--- src/rtl/csr_unit.sv ---
// Machine-mode CSR file: trap/mret sequencing, interrupt synchronisation and
// priority, cycle/instret/hpm counters. CSR read and trap redirect are combinational.
module csr_unit #(
  parameter int CNT_W   = 64,
  parameter int NUM_HPM = 2,
  parameter bit VEC_EN  = 1'b1
) (
  input  logic                                  clk,
  input  logic                                  rst,
  input  logic                                  csr_access,
  input  logic [2:0]                            csr_funct3,
  input  logic [11:0]                           csr_addr,
  input  logic [31:0]                           csr_src,
  output logic [31:0]                           csr_rdata,
  output logic                                  csr_illegal,
  input  logic                                  exc_valid,
  input  logic [3:0]                            exc_cause,
  input  logic [31:0]                           exc_pc,
  input  logic [31:0]                           exc_tval,
  input  logic                                  int_ok,
  input  logic [31:0]                           int_pc,
  input  logic                                  do_mret,
  input  logic                                  irq_ext,
  input  logic                                  irq_timer,
  input  logic                                  irq_soft,
  input  logic                                  instret_inc,
  input  logic [((NUM_HPM > 0) ? NUM_HPM : 1)-1:0] hpm_event,
  output logic                                  trap_valid,
  output logic [31:0]                           trap_pc,
  output logic [31:0]                           mepc_out
);
  localparam int NCNT = 2 + NUM_HPM;
  localparam logic [31:0] MSTATUS_M = 32'h0000_1888;
  localparam logic [31:0] MIE_M     = 32'h0000_0888;
  localparam logic [31:0] MCINH_M   = 32'h0000_0005 | (((32'd1 << NUM_HPM) - 32'd1) << 3);

  logic [31:0] mstatus_q, mstatus_d, mie_q, mie_d, mtvec_q, mtvec_d, mcinh_q, mcinh_d;
  logic [31:0] mscratch_q, mscratch_d, mepc_q, mepc_d, mcause_q, mcause_d, mtval_q, mtval_d;
  logic [2:0]  sync1_q, sync1_d, sync2_q, sync2_d;
  logic [CNT_W-1:0] cnt_q [NCNT];
  logic [CNT_W-1:0] cnt_d [NCNT];
  logic [NCNT-1:0]  cnt_inc, cnt_inh;

  logic [31:0] mip, rd_val, wdata, irq_en, trap_base;
  logic        impl, cnt_hit, csr_we, csr_wr, int_pend;
  logic        take_exc, take_int, take_mret, trap_take;
  logic [3:0]  cnt_k, int_cause;
  logic [1:0]  op;
  logic        unused;

  // Counter index -> low 7 address bits: mcycle 0, minstret 2, hpm i at 3+i.
  function automatic logic [6:0] cnt_num(input int k);
    if (k == 0) return 7'd0;
    if (k == 1) return 7'd2;
    return 7'(k + 1);
  endfunction

  assign mip    = {20'd0, sync2_q[2], 3'd0, sync2_q[1], 3'd0, sync2_q[0], 3'd0};
  assign unused = csr_funct3[2] ^ (^hpm_event);

  always_comb begin
    impl    = 1'b0;
    cnt_hit = 1'b0;
    cnt_k   = '0;
    rd_val  = '0;
    case (csr_addr)
      12'h300: begin impl = 1'b1; rd_val = mstatus_q;  end
      12'h304: begin impl = 1'b1; rd_val = mie_q;      end
      12'h305: begin impl = 1'b1; rd_val = mtvec_q;    end
      12'h320: begin impl = 1'b1; rd_val = mcinh_q;    end
      12'h340: begin impl = 1'b1; rd_val = mscratch_q; end
      12'h341: begin impl = 1'b1; rd_val = mepc_q;     end
      12'h342: begin impl = 1'b1; rd_val = mcause_q;   end
      12'h343: begin impl = 1'b1; rd_val = mtval_q;    end
      12'h344: begin impl = 1'b1; rd_val = mip;        end
      default: begin
        if (csr_addr[11:8] == 4'hB || csr_addr[11:8] == 4'hC) begin
          for (int k = 0; k < NCNT; k++) begin
            if (csr_addr[6:0] == cnt_num(k)) begin
              impl    = 1'b1;
              cnt_hit = 1'b1;
              cnt_k   = 4'(k);
              rd_val  = csr_addr[7] ? 32'(cnt_q[k] >> 32) : cnt_q[k][31:0];
            end
          end
        end
      end
    endcase
  end

  assign op          = csr_funct3[1:0];
  assign csr_we      = csr_access && (op != 2'b00) && (op == 2'b01 || csr_src != 32'd0);
  assign csr_illegal = csr_access && (!impl || (csr_addr[11:10] == 2'b11 && csr_we));
  assign csr_rdata   = csr_illegal ? 32'd0 : rd_val;

  always_comb begin
    case (op)
      2'b01:   wdata = csr_src;
      2'b10:   wdata = rd_val | csr_src;
      2'b11:   wdata = rd_val & ~csr_src;
      default: wdata = rd_val;
    endcase
  end

  assign irq_en    = mip & mie_q;
  assign int_pend  = mstatus_q[3] && (irq_en != 32'd0);
  assign int_cause = irq_en[11] ? 4'd11 : (irq_en[3] ? 4'd3 : 4'd7);
  assign take_exc  = exc_valid;
  assign take_int  = !exc_valid && int_pend && int_ok;
  assign take_mret = !exc_valid && !(int_pend && int_ok) && do_mret;
  assign trap_take = take_exc || take_int || take_mret;
  assign trap_base = {mtvec_q[31:2], 2'b00};
  assign csr_wr    = csr_we && !csr_illegal && !trap_take;

  assign trap_valid = trap_take && !rst;
  assign trap_pc    = take_mret ? mepc_q :
                      (take_int && VEC_EN && mtvec_q[0]) ? trap_base + {26'd0, int_cause, 2'b00} :
                      trap_base;
  assign mepc_out   = mepc_q;

  always_comb begin
    cnt_inc    = '0;
    cnt_inh    = '0;
    cnt_inc[0] = 1'b1;
    cnt_inh[0] = mcinh_q[0];
    cnt_inc[1] = instret_inc;
    cnt_inh[1] = mcinh_q[2];
    for (int i = 0; i < NUM_HPM; i++) begin
      cnt_inc[2+i] = hpm_event[i];
      cnt_inh[2+i] = mcinh_q[3+i];
    end
  end

  always_comb begin
    mstatus_d  = mstatus_q;
    mie_d      = mie_q;
    mtvec_d    = mtvec_q;
    mcinh_d    = mcinh_q;
    mscratch_d = mscratch_q;
    mepc_d     = mepc_q;
    mcause_d   = mcause_q;
    mtval_d    = mtval_q;
    sync1_d    = {irq_ext, irq_timer, irq_soft};
    sync2_d    = sync1_q;
    for (int k = 0; k < NCNT; k++) begin
      cnt_d[k] = cnt_q[k];
      // A write to either half replaces this cycle's increment.
      if (csr_wr && cnt_hit && cnt_k == 4'(k)) begin
        if (csr_addr[7]) cnt_d[k][CNT_W-1:32] = wdata[CNT_W-33:0];
        else             cnt_d[k][31:0]       = wdata;
      end else if (cnt_inc[k] && !cnt_inh[k]) begin
        cnt_d[k] = cnt_q[k] + CNT_W'(1);
      end
    end
    if (csr_wr) begin
      case (csr_addr)
        12'h300: mstatus_d  = wdata & MSTATUS_M;
        12'h304: mie_d      = wdata & MIE_M;
        12'h305: mtvec_d    = VEC_EN ? wdata : {wdata[31:2], 2'b00};
        12'h320: mcinh_d    = wdata & MCINH_M;
        12'h340: mscratch_d = wdata;
        12'h341: mepc_d     = {wdata[31:2], 2'b00};
        12'h342: mcause_d   = wdata;
        12'h343: mtval_d    = wdata;
        default: ;
      endcase
    end
    if (take_exc || take_int) begin
      mepc_d    = take_exc ? {exc_pc[31:2], 2'b00} : {int_pc[31:2], 2'b00};
      mcause_d  = take_exc ? {28'd0, exc_cause} : {1'b1, 27'd0, int_cause};
      mtval_d   = take_exc ? exc_tval : 32'd0;
      mstatus_d = {19'd0, 2'b11, 3'd0, mstatus_q[3], 7'd0};
    end else if (take_mret) begin
      mstatus_d = {19'd0, 2'b00, 3'd0, 1'b1, 3'd0, mstatus_q[7], 3'd0};
    end
  end

  always_ff @(posedge clk or posedge rst) begin
    if (rst) begin
      mstatus_q  <= '0;
      mie_q      <= '0;
      mtvec_q    <= '0;
      mcinh_q    <= '0;
      mscratch_q <= '0;
      mepc_q     <= '0;
      mcause_q   <= '0;
      mtval_q    <= '0;
      sync1_q    <= '0;
      sync2_q    <= '0;
      for (int k = 0; k < NCNT; k++) cnt_q[k] <= '0;
    end else begin
      mstatus_q  <= mstatus_d;
      mie_q      <= mie_d;
      mtvec_q    <= mtvec_d;
      mcinh_q    <= mcinh_d;
      mscratch_q <= mscratch_d;
      mepc_q     <= mepc_d;
      mcause_q   <= mcause_d;
      mtval_q    <= mtval_d;
      sync1_q    <= sync1_d;
      sync2_q    <= sync2_d;
      for (int k = 0; k < NCNT; k++) cnt_q[k] <= cnt_d[k];
    end
  end
endmodule

--- config.mk ---
export PLATFORM = sky130hd
export DESIGN_NAME = csr_unit
export DESIGN_NICKNAME = d
export VERILOG_FILES = /design/src/rtl/csr_unit.sv
export SDC_FILE = /design/constraint.sdc
export NUM_CORES = 2
export LEC_CHECK = 0
export ABC_AREA = 1
export ABC_CLOCK_PERIOD_IN_PS = 28100
export BUFFER_PORTS_ARGS = -buffer_cell sky130_fd_sc_hd__buf_4
export CORE_AREA = 2 2 335 337
export DETAILED_ROUTE_END_ITERATION = 8
export DIE_AREA = 0 0 337 339
export SYNTH_ARGS = -nofsm -noshare
export SYNTH_HDL_FRONTEND = slang
export SYNTH_SLANG_ARGS = --single-unit
export TNS_END_PERCENT = 100
--- constraint.sdc ---
create_clock -name clk -period 28.1 [get_ports clk]
set_input_delay 0 -clock clk [delete_from_list [all_inputs] [get_ports clk]]
set_output_delay 0 -clock clk [all_outputs]
set_load 0.02 [all_outputs]
# == After elaboration in Yosys (flattened, before gate mapping) ==
# Cells that the tools add are included.
# Widths: inputs -> output; s select.
# op_classes
eq_ne,31
n_reduce_logical,66
bitwise_logic,4
n_mux,61
add_sub_neg,5
# op_table
operator,n
$mux 32,30
$mux 64,8
$pmux 32 s9,1
$add 64x1->64 const B,4
$eq 12x10->1 const B,9
$pmux 32 s3,1
$reduce_bool 32->1,2
$add 32x6->32,1
$and 32x32->32,1
$not 32->32,1
$or 32x32->32,1
$reduce_and 2->1,16
$mux 7,4
$logic_and 1x1->1,22
$mux 4,5
$ne 2x2->1 const B,8
$reduce_bool 2->1,8
$eq 7x7->1,2
$and 12x12->12,1
$mux 1,11
$logic_not 1->1,9
$reduce_or 9->1,1
$eq 4x2->1 const B,2
$eq 4x4->1 const B,2
other kinds (10),17
# totals
wordCells,185
inputBits,159
regBits,461
out_inout_bits,98

# == Depth between registers and ports, before layout ==
# depth
ltp_word,24
ltp_mapped,17
ltp_nobuf,16

# == Worst setup path after synthesis ==
# No wires, ideal clock.
# synth_path
path_type,input -> output
from,in rst
to,out trap_valid
stages,3
setup_slack_ns,18.629
required_ns,28.100
n_path_buf,0
t_arrival_ns,9.471
path_cell_list,inv_1 > nand2_1 > inv_1
# synth_via
elab_chain_len,2
# synth_rtl
element,line,text
start: declaration,9,"input logic rst,"
$logic_not 1->1 (no line),--,
$logic_and 1x1->1,115,assign trap_valid = trap_take && !rst;
end: declaration,28,"output logic trap_valid,"
# No other way between the ends.

# == Final worst setup path ==
# layout_path
from,in csr_addr[4]
to,reg cnt_q[118] (netlist name)
# layout_via
elab_chain_len,17
elab_cells_between_ends,49
cone_classes,15 x eq/ne; 21 x mux; 2 x bitwise; 11 x reduce/logical
# layout_rtl
element,line,text
start: declaration,12,"input logic [11:0] csr_addr,"
$eq 7x7->1,79,if (csr_addr[6:0] == cnt_num(k)) begin
$mux 1 (4 in a row),79,
$mux 1,77,if (csr_addr[11:8] == 4'hB || csr_addr[11:8] == 4'hC) begin
$mux 1,66,case (csr_addr)
$logic_not 1->1,93,assign csr_illegal = csr_access && (!impl || (csr_addr[11:10] == 2'b11 && csr_we));
$logic_or 1x1->1,93,
$logic_and 1x1->1,93,
$logic_not 1->1,113,assign csr_wr = csr_we && !csr_illegal && !trap_take;
$logic_and 1x1->1 (2 in a row),113,
$logic_and 1x1->1 (2 in a row),148,if (csr_wr && cnt_hit && cnt_k == 4'(k)) begin
$ne 2x2->1 (no line) / $reduce_bool 2->1 (equally long branches),--,
$reduce_and 2->1 (no line),--,
end: declaration,40,logic [CNT_W-1:0] cnt_q [NCNT];
# Parallel ways exist; a longest one is shown, timed or not. The select of a mux whose other input is x is not followed.
# A chain may end at the register's enable or synchronous reset.

==> run_results.csv <==
group,metric,value,unit
run_status,outcome,"finished, violations left",
run_status,failed_checks,"hold timing",
floorplan,chipHeight,339,um
timing,worst_slack,23060,ps
global_route,use_met1,0.394,
yosys,yosysWarnings,0,
clock_network,cts_root_buf,"clkbuf_16",
detailed_routing,vias_per_cell,5.31,
timing,slew_headroom,0.121,
global_route,track_usage,0.296,
critical_path,r2r_slack,23230,ps
clock_network,cts_max_path_buffers,3,
global_route,grt_pass1_vias,35993,
critical_path,cp.required,28700,ps
place,gp_congestion,1.02,
detailed_routing,vias,39391,
critical_path,endpoint,"cnt_q[118]$_DFFE_PP0P_",
clock_network,post_cts_buffers,0,
power,comb_power_share,0.133,
yosys,netlist_top_cells_area,"dfrtp_1 33%, nand2_1 28%, nor2_1 8.1%, o21ai_0 6.8%, nand3_1 5.2%",
final_layout,final_nets,6046,
yosys,synth_edf_count,0,
yosys,ys.flop_type,"dfrtp_1",
floorplan,start_util,0.299,
yosys,yosysTopAreaCell,"dfrtp_1",
critical_path,path_common_cell,"nand2_1",
critical_path,r2r_start,"sync2_q[0]$_DFF_PP0_",
global_route,grt_max_degree,97,
detailed_routing,drc,0,
place,post-dp-hpwl,130,mm
timing,fin_crit,5040,ps
timing,clock.fmax,199,MHz
timing,tightest_slew,1320,ps
critical_path,path_delay_family,"simple AND/OR/NAND/NOR gates",
clock_network,cts-buffers-inserted,52,
critical_path,critPathMaxStageDelay,1230,ps
power,p_sw_frac,0.308,
detailed_routing,drt_iter0_drc,4938,
clock_network,path_clk_slew,70,ps
power,clockPowerShare,0.456,
timing,finalHoldViolCount,2,
yosys,async_flop_share,1.00,
power,p_leak,19.4,nW
timing,setup_violations,0,
critical_path,critPathSlowestCell,"inv_1",
floorplan,dieArea,0.114,mm^2
critical_path,timing.critical_path.from,"csr_addr[4]",
floorplan,fp-row-count,122,
global_route,busiest_layer,"met2",
power,power.density,41.9,mW/mm^2
detailed_routing,drt_wl_total,174,mm
timing,skew,29.4,ps
global_route,grt_overflow_total,0,
place,place_ws,23160,ps
final_layout,syn2layout_area_growth,19.0,%
power,intPower,0.00114,W
critical_path,worst_setup_path_end_kind,"register",
power,pwr-share-seq,0.410,
global_route,grtUsageMet2,0.439,
critical_path,crit_cells,15,
floorplan,core_area,0.110,mm^2
critical_path,path_buf_inv,4,
clock_network,cts_tree,"done",
detailed_routing,antenna_left,0,
yosys,ys_seq_area_frac,0.327,
yosys,synthTopCellsByCount,"2489 x nand2_1, 709 x nor2_1, 445 x o21ai_0",
detailed_routing,wl_per_cell,23.5,um
critical_path,critical_path_peak_fanout,30,
critical_path,arrival,5640,ps
critical_path,r2r_cells,11,
power,total_power,0.00164,W
power,p_switching,0.000507,W
yosys,synthesis.area,0.0330,mm^2
critical_path,rr_endpoint,"cnt_q[118]$_DFFE_PP0P_",
power,ir_worst_vdd,0.0453,mV
critical_path,crit_chain,"dlygate4sd3_1, buf_4, nor2_1, nand2_1, inv_2, nand2_2, nand2_1, nand2_1, nand2_1, nand4_4, o21ai_1, nand2_1, inv_1, nand2_1, nand2_1",
timing,rsz0062_at_grt,"no",
clock_network,h-tree-depth,2,
timing,final.setup.tns,0,ps
global_route,use_met3,0.0740,
worst_hold_path,hold_class,"in2async",
global_route,antenna_found_initial,10,
job,maxCapViolCount,0,
place,port_buffers,247,
yosys,synth_cells,5634,
clock_network,clkLatencyLatePin,670,ps
clock_network,cts_sinks,431,
critical_path,criticalPathCategory,"in2reg",
floorplan,die_w,337,um
timing,drv_slew,0,
yosys,synth.top_cell.area_share,0.327,
floorplan,io_pins,257,
critical_path,startpoint_type,"primary input",
final_layout,drive_gt1_frac,0.0775,
yosys,avgSynthCellArea,5.85,um^2
timing,timing.hold.ws,-6.46,ps
detailed_routing,dr.pass1.iters,6,
yosys,synth-seq-cells,431,
yosys,ys_types,44,
yosys,yosysMostFrequentCell,"nand2_1",
global_route,grt_pass1_wl,249,mm
timing,finalCritPeriodShare,0.179,
[final cells by class]
cell class	count	area [um^2]
tap	1488	1860
clock buffer	71	1510
clock inverter	26	335
antenna	3	7.51
inverter	440	1660
timing repair buffer	418	3430
sequential	431	10800
fill	12217	71200
multi-input combinational	4537	19600
[layout by cell type, fill, tap and decap left out, drive strengths merged, types with 5 or more instances in the layout]
cell	n
dlygate4sd3	114
buf	304
nand3b	23
a21oi	88
nor4	22
nand3	344
dfrtp	431
o211ai	11
xor2	69
clkinv	15
o21bai	7
o21ai	468
ha	7
clkinvlp	7
a31oi	26
clkbuf	71
nor3	100
nand4	92
bufinv	5
nor2	715
nor3b	7
nand2	2497
xnor2	25
or2	17
inv	439
[worst min-delay path, stage by stage]
cell and delay, ps:
dlygate4sd3_1 550, buf_4 160, inv_8 460
[power by group through the flow]
stage	clock network, W	logic [W]	registers (W)
6_report	0.000750	0.000219	0.000674
3_3_place_gp	0	0.000199	0.000684
3_5_place_dp	0	0.000200	0.000684
2_1_floorplan	0	0.0000935	0.000676
5_1_grt	0.000780	0.000233	0.000676
4_1_cts	0.000756	0.000214	0.000673
[state kept, by name, indices dropped and copies added, names as in the netlist]
name / count
cnt_q: 256
mcause_q: 32
mcinh_q: 4
mepc_out: 30
mie_q: 3
mscratch_q: 32
mstatus_q: 4
mtval_q: 32
mtvec_q: 32
sync1_q: 3
sync2_q: 3
[timing repair]
item                       in CTS  in global routing
resized for setup               0                  0
setup endpoints to repair       0                  0
hold buffers                  114                  0
hold endpoints to repair      179                  0
[through the flow]
step / util / cell area (um^2) / instances / hold slack [ps]
6_report: 0.355 / 39200 / 7414 / -6.46
5_1_grt: 0.355 / 39200 / 7411 / 23.2
4_1_cts: 0.355 / 39200 / 7411 / 11.7
3_5_place_dp: 0.328 / 36200 / 7200 / 111
3_3_place_gp: 0.328 / 36200 / 7200 / 113
2_1_floorplan: - / 33000 / 5637 / 31.4
[worst min path at each step]
stage | cells past startpoint | slack (ps) | to
global route | 2 | 20 | sync1_q[0]$_DFF_PP0_
global placement | 1 | 110 | sync1_q[1]$_DFF_PP0_
floorplan | 0 | 30 | sync1_q[0]$_DFF_PP0_
finish | 3 | -6 | mepc_out[16]$_DFFE_PP0P_
CTS | 7 | 10 | mie_q[7]$_DFFE_PP0P_
detailed placement | 1 | 110 | sync1_q[1]$_DFF_PP0_
[cell families (layout without fill, tap and decap cells)]
group | Yosys count | count (layout) | synth area share
flip-flops | 431 | 431 | 0.327
buffers and inverters | 669 | 955 | 0.0799
adder cells (fa/ha/maj) | 7 | 7 | 0.00266
AO/OA/AOI/OAI | 609 | 609 | 0.0966
other | 1 | 7 | 0.000114
XOR/XNOR | 94 | 94 | 0.0250
AND/OR/NAND/NOR | 3822 | 3822 | 0.468
multiplexers | 1 | 1 | 0.000304
[metal layers]
metal,part of all wire,wire length [um]
met5,0.0011,196
met4,0.061,10600
met3,0.11,18600
met2,0.42,72700
met1,0.41,71900
Power figures use the tool's default switching activity.
